===== config.mk =====
export PLATFORM = sky130hd
export DESIGN_NAME = spi_shift_engine_flat
export DESIGN_NICKNAME = d
export VERILOG_FILES = /design/src/rtl/spi_shift_engine_pkg.sv /design/src/rtl/spi_shift_engine_if.sv /design/src/rtl/spi_shift_engine_half_period_timer.sv /design/src/rtl/spi_shift_engine.sv /design/src/flat_wrapper.sv
export SDC_FILE = /design/constraint.sdc
export NUM_CORES = 1
export LEC_CHECK = 0
export ABC_CLOCK_PERIOD_IN_PS = 4100
export BUFFER_PORTS_ARGS = -buffer_cell sky130_fd_sc_hd__buf_4
export CAP_MARGIN = 10
export CELL_PAD_IN_SITES_DETAIL_PLACEMENT = 1
export CELL_PAD_IN_SITES_GLOBAL_PLACEMENT = 1
export CORE_ASPECT_RATIO = 0.9
export CORE_MARGIN = 2
export CORE_UTILIZATION = 47
export DETAILED_ROUTE_END_ITERATION = 16
export PLACE_DENSITY_LB_ADDON = 0.1
export SYNTH_ARGS = -nofsm -noshare
export SYNTH_HDL_FRONTEND = slang
export SYNTH_SLANG_ARGS = --single-unit

===== constraint.sdc =====
create_clock -name clk -period 4.1 [get_ports clk]
set_input_delay 0 -clock clk [delete_from_list [all_inputs] [get_ports clk]]
set_output_delay 0 -clock clk [all_outputs]
set_load 0.03 [all_outputs]

===== src/rtl/spi_shift_engine_pkg.sv =====
`default_nettype none
// ============================================================================
// Module      : spi_shift_engine_pkg
// Description : Shared types and constants for the SPI shift engine.
//               - transfer state encoding (IDLE, LEAD, SHIFT, TRAIL, DONE)
//               - SPI mode constants, encoded as {cpol, cpha}
//               - default data and divider widths
// Revision    : 1.0 - initial release
// ============================================================================
package spi_shift_engine_pkg;

    localparam int c_DATA_W_DEFAULT = 8;
    localparam int c_DIV_W_DEFAULT  = 8;

    typedef enum logic [2:0] {
        S_IDLE  = 3'd0,
        S_LEAD  = 3'd1,
        S_SHIFT = 3'd2,
        S_TRAIL = 3'd3,
        S_DONE  = 3'd4
    } state_e;

    // SPI modes as {cpol, cpha}
    localparam logic [1:0] c_MODE0 = 2'b00;
    localparam logic [1:0] c_MODE1 = 2'b01;
    localparam logic [1:0] c_MODE2 = 2'b10;
    localparam logic [1:0] c_MODE3 = 2'b11;

endpackage : spi_shift_engine_pkg
`default_nettype wire


===== src/rtl/spi_shift_engine_if.sv =====
`default_nettype none
// ============================================================================
// Module      : spi_shift_engine_if
// Description : Controller-side command/status bus of the SPI shift engine.
//               master : the controller (issues start + settings, sees status)
//               slave  : the shift engine
//   i_start      request a transfer (accepted only while idle)
//   i_tx_data    word to transmit
//   i_clk_div    SCLK half-period minus one, in clk cycles
//   i_cpol/i_cpha/i_lsb_first  transfer mode
//   o_busy       transfer in progress
//   o_done       one-cycle end-of-transfer pulse
//   o_rx_data    last received word
// Revision    : 1.0 - initial release
// ============================================================================
interface spi_shift_engine_if #(
    parameter int DATA_W = 8,
    parameter int DIV_W  = 8
);
    logic              i_start;
    logic [DATA_W-1:0] i_tx_data;
    logic [DIV_W-1:0]  i_clk_div;
    logic              i_cpol;
    logic              i_cpha;
    logic              i_lsb_first;
    logic              o_busy;
    logic              o_done;
    logic [DATA_W-1:0] o_rx_data;

    modport master (
        output i_start, i_tx_data, i_clk_div, i_cpol, i_cpha, i_lsb_first,
        input  o_busy, o_done, o_rx_data
    );

    modport slave (
        input  i_start, i_tx_data, i_clk_div, i_cpol, i_cpha, i_lsb_first,
        output o_busy, o_done, o_rx_data
    );

endinterface : spi_shift_engine_if
`default_nettype wire


===== src/rtl/spi_shift_engine_half_period_timer.sv =====
`default_nettype none
// ============================================================================
// Module      : spi_shift_engine_half_period_timer
// Description : Loadable DIV_W-bit down-counter. While enabled it emits a
//               one-cycle o_tick every (i_reload_val + 1) cycles, reloading
//               itself on each tick. i_load restarts the count cleanly.
//   clk, RST      clock and synchronous active-high reset
//   i_load        load i_reload_val (takes priority over i_en, no tick)
//   i_en          count enable
//   i_reload_val  half-period minus one
//   o_tick        last cycle of the current half-period
// Revision    : 1.0 - initial release
// ============================================================================
module spi_shift_engine_half_period_timer #(
    parameter int DIV_W = 8
) (
    input  wire logic             clk,
    input  wire logic             RST,
    input  wire logic             i_load,
    input  wire logic             i_en,
    input  wire logic [DIV_W-1:0] i_reload_val,
    output logic                  o_tick
);

    logic [DIV_W-1:0] r_cnt;
    logic             w_zero;

    assign w_zero = (r_cnt == '0);
    assign o_tick = i_en && !i_load && w_zero;

    always_ff @(posedge clk) begin
        if (RST) begin
            r_cnt <= '0;
        end else if (i_load) begin
            r_cnt <= i_reload_val;
        end else if (i_en) begin
            if (w_zero) begin
                r_cnt <= i_reload_val;
            end else begin
                r_cnt <= r_cnt - DIV_W'(1);
            end
        end
    end

endmodule : spi_shift_engine_half_period_timer
`default_nettype wire


===== src/rtl/spi_shift_engine.sv =====
`default_nettype none
// ============================================================================
// Module      : spi_shift_engine
// Description : SPI master serializer/deserializer. Accepts one word plus mode
//               and divider settings, runs a full SPI transfer on
//               o_sclk/o_mosi/o_cs_n/i_miso and returns the received word with
//               a one-cycle done pulse. All outputs are registered.
//   clk, RST   clock and synchronous active-high reset
//   bus        controller command/status bus (slave modport)
//   i_miso     serial data in
//   o_mosi     serial data out
//   o_sclk     SPI clock
//   o_cs_n     active-low chip select
// Revision    : 1.0 - initial release
// ============================================================================
module spi_shift_engine
    import spi_shift_engine_pkg::*;
#(
    parameter int DATA_W = c_DATA_W_DEFAULT,
    parameter int DIV_W  = c_DIV_W_DEFAULT
) (
    input  wire logic          clk,
    input  wire logic          RST,
    spi_shift_engine_if.slave  bus,
    input  wire logic          i_miso,
    output logic               o_mosi,
    output logic               o_sclk,
    output logic               o_cs_n
);

    localparam logic [2:0] c_ST_IDLE  = S_IDLE;
    localparam logic [2:0] c_ST_LEAD  = S_LEAD;
    localparam logic [2:0] c_ST_SHIFT = S_SHIFT;
    localparam logic [2:0] c_ST_TRAIL = S_TRAIL;
    localparam logic [2:0] c_ST_DONE  = S_DONE;

    localparam int                c_EDGE_W    = $clog2(2 * DATA_W + 1);
    localparam logic [c_EDGE_W-1:0] c_LAST_EDGE = c_EDGE_W'(2 * DATA_W);

    logic [2:0]          r_state;
    logic [DATA_W-1:0]   r_tx;
    logic [DATA_W-1:0]   r_rx;
    logic [DATA_W-1:0]   r_rx_data;
    logic [DIV_W-1:0]    r_clk_div;
    logic                r_cpol;
    logic                r_cpha;
    logic                r_lsb_first;
    logic                r_setup;
    logic [c_EDGE_W-1:0] r_edge_cnt;
    logic                r_busy;
    logic                r_done;
    logic                r_mosi;
    logic                r_sclk;
    logic                r_cs_n;

    logic                w_tick;
    logic                w_tmr_en;
    logic [c_EDGE_W-1:0] w_edge_num;
    logic                w_leading;
    logic                w_last_edge;
    logic                w_sample;
    logic                w_drive;
    logic [DATA_W-1:0]   w_tx_shifted;
    logic                w_tx_head;
    logic                w_next_head;
    logic                w_start_head;
    logic [DATA_W-1:0]   w_rx_shifted;

    // The first LEAD cycle only loads the timer from the freshly latched
    // divider; the timer then runs uninterrupted through LEAD, SHIFT and
    // TRAIL, reloading itself at every half-period boundary.
    assign w_tmr_en = !r_setup && ((r_state == c_ST_LEAD) ||
                                   (r_state == c_ST_SHIFT) ||
                                   (r_state == c_ST_TRAIL));

    spi_shift_engine_half_period_timer #(
        .DIV_W (DIV_W)
    ) u_timer (
        .clk          (clk),
        .RST          (RST),
        .i_load       (r_setup),
        .i_en         (w_tmr_en),
        .i_reload_val (r_clk_div),
        .o_tick       (w_tick)
    );

    always_comb begin
        w_edge_num   = r_edge_cnt + c_EDGE_W'(1);
        // Edge numbers are 1-based: odd = leading edge, even = trailing edge.
        w_leading    = w_edge_num[0];
        w_last_edge  = (w_edge_num == c_LAST_EDGE);
        // CPHA=0: sample leading, drive trailing (never after the final edge).
        // CPHA=1: drive leading, sample trailing.
        w_sample     = r_cpha ? !w_leading : w_leading;
        w_drive      = r_cpha ? w_leading : (!w_leading && !w_last_edge);
        w_tx_shifted = r_lsb_first ? (r_tx >> 1) : (r_tx << 1);
        w_tx_head    = r_lsb_first ? r_tx[0] : r_tx[DATA_W-1];
        w_next_head  = r_lsb_first ? r_tx[1] : r_tx[DATA_W-2];
        w_start_head = bus.i_lsb_first ? bus.i_tx_data[0] : bus.i_tx_data[DATA_W-1];
        // Received bits assemble in transmit order.
        w_rx_shifted = r_lsb_first ? {i_miso, r_rx[DATA_W-1:1]}
                                   : {r_rx[DATA_W-2:0], i_miso};
    end

    always_ff @(posedge clk) begin
        if (RST) begin
            r_state     <= c_ST_IDLE;
            r_tx        <= '0;
            r_rx        <= '0;
            r_rx_data   <= '0;
            r_clk_div   <= '0;
            r_cpol      <= 1'b0;
            r_cpha      <= 1'b0;
            r_lsb_first <= 1'b0;
            r_setup     <= 1'b0;
            r_edge_cnt  <= '0;
            r_busy      <= 1'b0;
            r_done      <= 1'b0;
            r_mosi      <= 1'b0;
            r_sclk      <= 1'b0;
            r_cs_n      <= 1'b1;
        end else begin
            r_done  <= 1'b0;
            r_setup <= 1'b0;
            case (r_state)
                c_ST_IDLE: begin
                    r_sclk <= bus.i_cpol;
                    r_cs_n <= 1'b1;
                    if (bus.i_start) begin
                        r_tx        <= bus.i_tx_data;
                        r_clk_div   <= bus.i_clk_div;
                        r_cpol      <= bus.i_cpol;
                        r_cpha      <= bus.i_cpha;
                        r_lsb_first <= bus.i_lsb_first;
                        r_mosi      <= w_start_head;
                        r_rx        <= '0;
                        r_edge_cnt  <= '0;
                        r_cs_n      <= 1'b0;
                        r_busy      <= 1'b1;
                        r_setup     <= 1'b1;
                        r_state     <= c_ST_LEAD;
                    end
                end
                c_ST_LEAD: begin
                    if (w_tick) begin
                        r_state <= c_ST_SHIFT;
                    end
                end
                c_ST_SHIFT: begin
                    if (w_tick) begin
                        r_sclk     <= ~r_sclk;
                        r_edge_cnt <= w_edge_num;
                        if (w_sample) begin
                            r_rx <= w_rx_shifted;
                        end
                        if (w_drive) begin
                            r_tx   <= w_tx_shifted;
                            // CPHA=1 re-presents the current head (the first
                            // leading edge repeats the bit shown in LEAD);
                            // CPHA=0 advances to the following bit.
                            r_mosi <= r_cpha ? w_tx_head : w_next_head;
                        end
                        if (w_last_edge) begin
                            r_state <= c_ST_TRAIL;
                        end
                    end
                end
                c_ST_TRAIL: begin
                    if (w_tick) begin
                        r_busy    <= 1'b0;
                        r_cs_n    <= 1'b1;
                        r_done    <= 1'b1;
                        r_rx_data <= r_rx;
                        r_state   <= c_ST_DONE;
                    end
                end
                c_ST_DONE: begin
                    r_sclk  <= r_cpol;
                    r_state <= c_ST_IDLE;
                end
                default: begin
                    r_state <= c_ST_IDLE;
                end
            endcase
        end
    end

    assign bus.o_busy    = r_busy;
    assign bus.o_done    = r_done;
    assign bus.o_rx_data = r_rx_data;
    assign o_mosi        = r_mosi;
    assign o_sclk        = r_sclk;
    assign o_cs_n        = r_cs_n;

endmodule : spi_shift_engine
`default_nettype wire


===== src/flat_wrapper.sv =====
// flat-port wrapper written by rule: the top's interface ports become plain ports
module spi_shift_engine_flat import spi_shift_engine_pkg::*;
#(
    parameter int DATA_W = c_DATA_W_DEFAULT,
    parameter int DIV_W  = c_DIV_W_DEFAULT
)
  (clk, RST, i_miso, o_mosi, o_sclk, o_cs_n, bus_i_start, bus_i_tx_data, bus_i_clk_div, bus_i_cpol, bus_i_cpha, bus_i_lsb_first, bus_o_busy, bus_o_done, bus_o_rx_data);
  spi_shift_engine_if #(.DATA_W(DATA_W), .DIV_W(DIV_W)) bus_i ();
  input  wire logic clk;
  input  wire logic RST;
  input  wire logic i_miso;
  output logic o_mosi;
  output logic o_sclk;
  output logic o_cs_n;
  input wire logic [$bits(bus_i.i_start)-1:0] bus_i_start;
  input wire logic [$bits(bus_i.i_tx_data)-1:0] bus_i_tx_data;
  input wire logic [$bits(bus_i.i_clk_div)-1:0] bus_i_clk_div;
  input wire logic [$bits(bus_i.i_cpol)-1:0] bus_i_cpol;
  input wire logic [$bits(bus_i.i_cpha)-1:0] bus_i_cpha;
  input wire logic [$bits(bus_i.i_lsb_first)-1:0] bus_i_lsb_first;
  output wire logic [$bits(bus_i.o_busy)-1:0] bus_o_busy;
  output wire logic [$bits(bus_i.o_done)-1:0] bus_o_done;
  output wire logic [$bits(bus_i.o_rx_data)-1:0] bus_o_rx_data;
  assign bus_i.i_start = bus_i_start;
  assign bus_i.i_tx_data = bus_i_tx_data;
  assign bus_i.i_clk_div = bus_i_clk_div;
  assign bus_i.i_cpol = bus_i_cpol;
  assign bus_i.i_cpha = bus_i_cpha;
  assign bus_i.i_lsb_first = bus_i_lsb_first;
  assign bus_o_busy = bus_i.o_busy;
  assign bus_o_done = bus_i.o_done;
  assign bus_o_rx_data = bus_i.o_rx_data;
  spi_shift_engine #(.DATA_W(DATA_W), .DIV_W(DIV_W)) u_core (.clk(clk), .RST(RST), .bus(bus_i), .i_miso(i_miso), .o_mosi(o_mosi), .o_sclk(o_sclk), .o_cs_n(o_cs_n));
endmodule

==> flow_summary.ini <==
[status]
status = complete, no violations

[routing]
antenna_left = 0
maxUsedRoutingLayer = met4
met1Wirelength_mm = 3.63
met3_length_um = 224
drcViolationCount = 0
dr_total_vias = 2639
viasPerCell = 5.93
wirelength_mm = 8.15
wl_per_cell_um = 18.3
dr.pass1.iters = 4
wl_met2_mm = 4.17
drt-initial-drc-count = 144

[timing]
finalHoldViolations = 0
slew_violations = 0
setup_violations = 0
worst_slew_pin_slew_ps = 953
finalSetupTns_ps = 0
fin_crit_ps = 2440
fmax_mhz = 409
setup_ws_ps = 1660
clock_skew_ps = 9.57
slew_headroom = 0.363
rsz0062_at_grt = no
finalCritPeriodShare = 0.596

[global_route]
grt_use_total = 0.253
grt-ovfl-total = 0
antenna_found_initial = 0
grt_first_pass_wirelength_mm = 13.6
grt_pass1_vias = 2702
grt_max_degree = 68

[clock_network]
cts_buffers = 9
cts_sinks = 57
htreeDepth = 3
cts_tree = yes
hold_buffers = 11
clk_latency_ps = 340
ctsResizeCount = 0
clk_pin_slew_ps = 70
cts_root_buf = clkbuf_8
clockBufferDepth = 2
cts_setup_buffers = 0

[final_layout]
layout_common_cells = dfxtp_1 (57), buf_4 (38), a21oi_1 (36)
drive_gt1_frac = 0.193
layout_commonest_cell = dfxtp_1
final_util = 0.576
finalNetCount = 394
antenna_cells = 0
area_growth_pct = 19.8

[synthesis]
ys_async_sr_fraction = 0
synth_edf_count = 0
synth_seq_cells = 57
postSynthAreaPerCell_um2 = 8.74
seq_area_frac_synth = 0.392
netlist_area_um2 = 2910
yosysWarnings = 0
synth.distinct_cells = 55
syn_nets = 359
ys.flop_type = dfxtp_1
synthCells = 333

[setup_path]
r2r-start = u_core.r_state[0]
critPathLaunch = u_core.r_state[0]
crit_required_ps = 4300
cp-end-kind = register
arrival_ps = 2640
worstRegToRegCells = 4
critPathLaunchType = register
worstSetupPathType = register to register
crit_fanout = 21

[power_and_ir_drop]
power_density_nw_per_um2 = 616
p_leak_nw = 1.33
peakVddDrop_uv = 246

[run]
cap_violations = 0

[hold_path]
hp-class = input port to register
worstHoldStart = bus_i_tx_data[3]
hold_depth = 4

[floorplan]
rows = 27
dieArea_um2 = 6840
core_um2 = 6050
dieHeight_um = 78.7
pin_count = 36
initial_core_util = 0.481
die_w_um = 86.9

[place]
port_buffers = 35
pre_cts_slack_ps = 1730
dp_hpwl_mm = 5.26
place_congestion = 0.885
path summary, 6_finish.rpt:
path	endpoint	slack (ps)
max reg2reg	u_core.r_cpol	1660
min reg2reg	u_core.r_clk_div[5]	470
max	u_core.r_cpol	1660
min	u_core.r_tx[3]	60
where the power goes:
group | internal [mW] | leakage [nW] | switching, mW | total [mW]
registers | 0.647 | 0.465 | 0.112 | 0.759
clock network | 0.295 | 0.0953 | 0.244 | 0.539
logic | 0.340 | 0.767 | 0.507 | 0.847
total | 1.28 | 1.33 | 0.863 | 2.15
critical path, stage by stage (launching register included):
cell and delay, ps:
dfxtp_1 460, nor2_1 590, nand3b_1 800, nand2_1 330
a21oi_1 120
flip-flops by register name, summed over array words and instances, names as in the netlist:
name / count
u_core.bus.o_done: 1
u_core.r_cpha: 1
u_core.r_state: 3
u_core.o_cs_n: 1
u_core.r_cpol: 1
u_core.bus.o_rx_data: 8
u_core.o_mosi: 1
u_core.bus.o_busy: 1
u_core.o_sclk: 1
u_core.r_edge_cnt: 5
u_core.r_clk_div: 8
u_core.u_timer.r_cnt: 8
u_core.r_setup: 1
u_core.r_tx: 8
u_core.r_rx: 8
u_core.r_lsb_first: 1
stage by stage:
| stage | hold slack (ps) | instance area, um2 | total power, mW | std cells |
|---|---|---|---|---|
| final | 56.7 | 3490 | 2.15 | 445 |
| after global routing | 71.1 | 3490 | 2.28 | 445 |
| after CTS | 54.5 | 3490 | 2.15 | 445 |
| after detailed placement | 262 | 3180 | 1.60 | 418 |
| after global placement | 254 | 3180 | 1.56 | 418 |
| after floorplan | 136 | 2910 | 1.36 | 333 |
final cells by class:
cell class	count	area, um2
clock inverters	5	55.1
clock buffers	11	141
inverters	9	33.8
multi-input cells	242	1630
flip-flops and latches	57	1140
fillers	702	2560
repair buffers	49	395
well taps	72	90.1
routing by layer:
layer	vias to the layer above	global-route usage
met4	0	0.0797
met1	1287	0.318
met2	51	0.432
li1	1287	-
met5	-	0
met3	14	0.0515
cells in the mapped netlist, types with 3 or more instances:
master | number | area (um2)
nor3_1 | 5 | 25.0
nand4_1 | 10 | 62.6
nand3b_1 | 3 | 22.5
buf_2 | 4 | 20.0
a211oi_1 | 4 | 30.0
mux2i_1 | 24 | 240
mux2_2 | 12 | 135
dfxtp_1 | 57 | 1140
nand3_1 | 19 | 95.1
nor2_1 | 23 | 86.3
nand2b_1 | 9 | 56.3
a21oi_1 | 36 | 180
ha_1 | 3 | 37.5
o32ai_1 | 3 | 26.3
nand2_1 | 33 | 124
nor2b_1 | 5 | 31.3
clkbuf_1 | 17 | 63.8
a211o_1 | 6 | 52.6
o21ai_0 | 3 | 15.0
inv_1 | 9 | 33.8
a31oi_1 | 5 | 31.3
kinds of logic after synthesis:
kind of cell | after synthesis | share of synthesized area
AND/OR/NAND/NOR | 126 | 0.234
AO/OA/AOI/OAI | 74 | 0.170
flip-flops | 57 | 0.392
multiplexers | 37 | 0.137
buffers and inverters | 34 | 0.0481
adder cells (fa/ha/maj) | 3 | 0.0129
XOR/XNOR | 2 | 0.00602
Note: power is estimated with default switching activity, not from simulation.
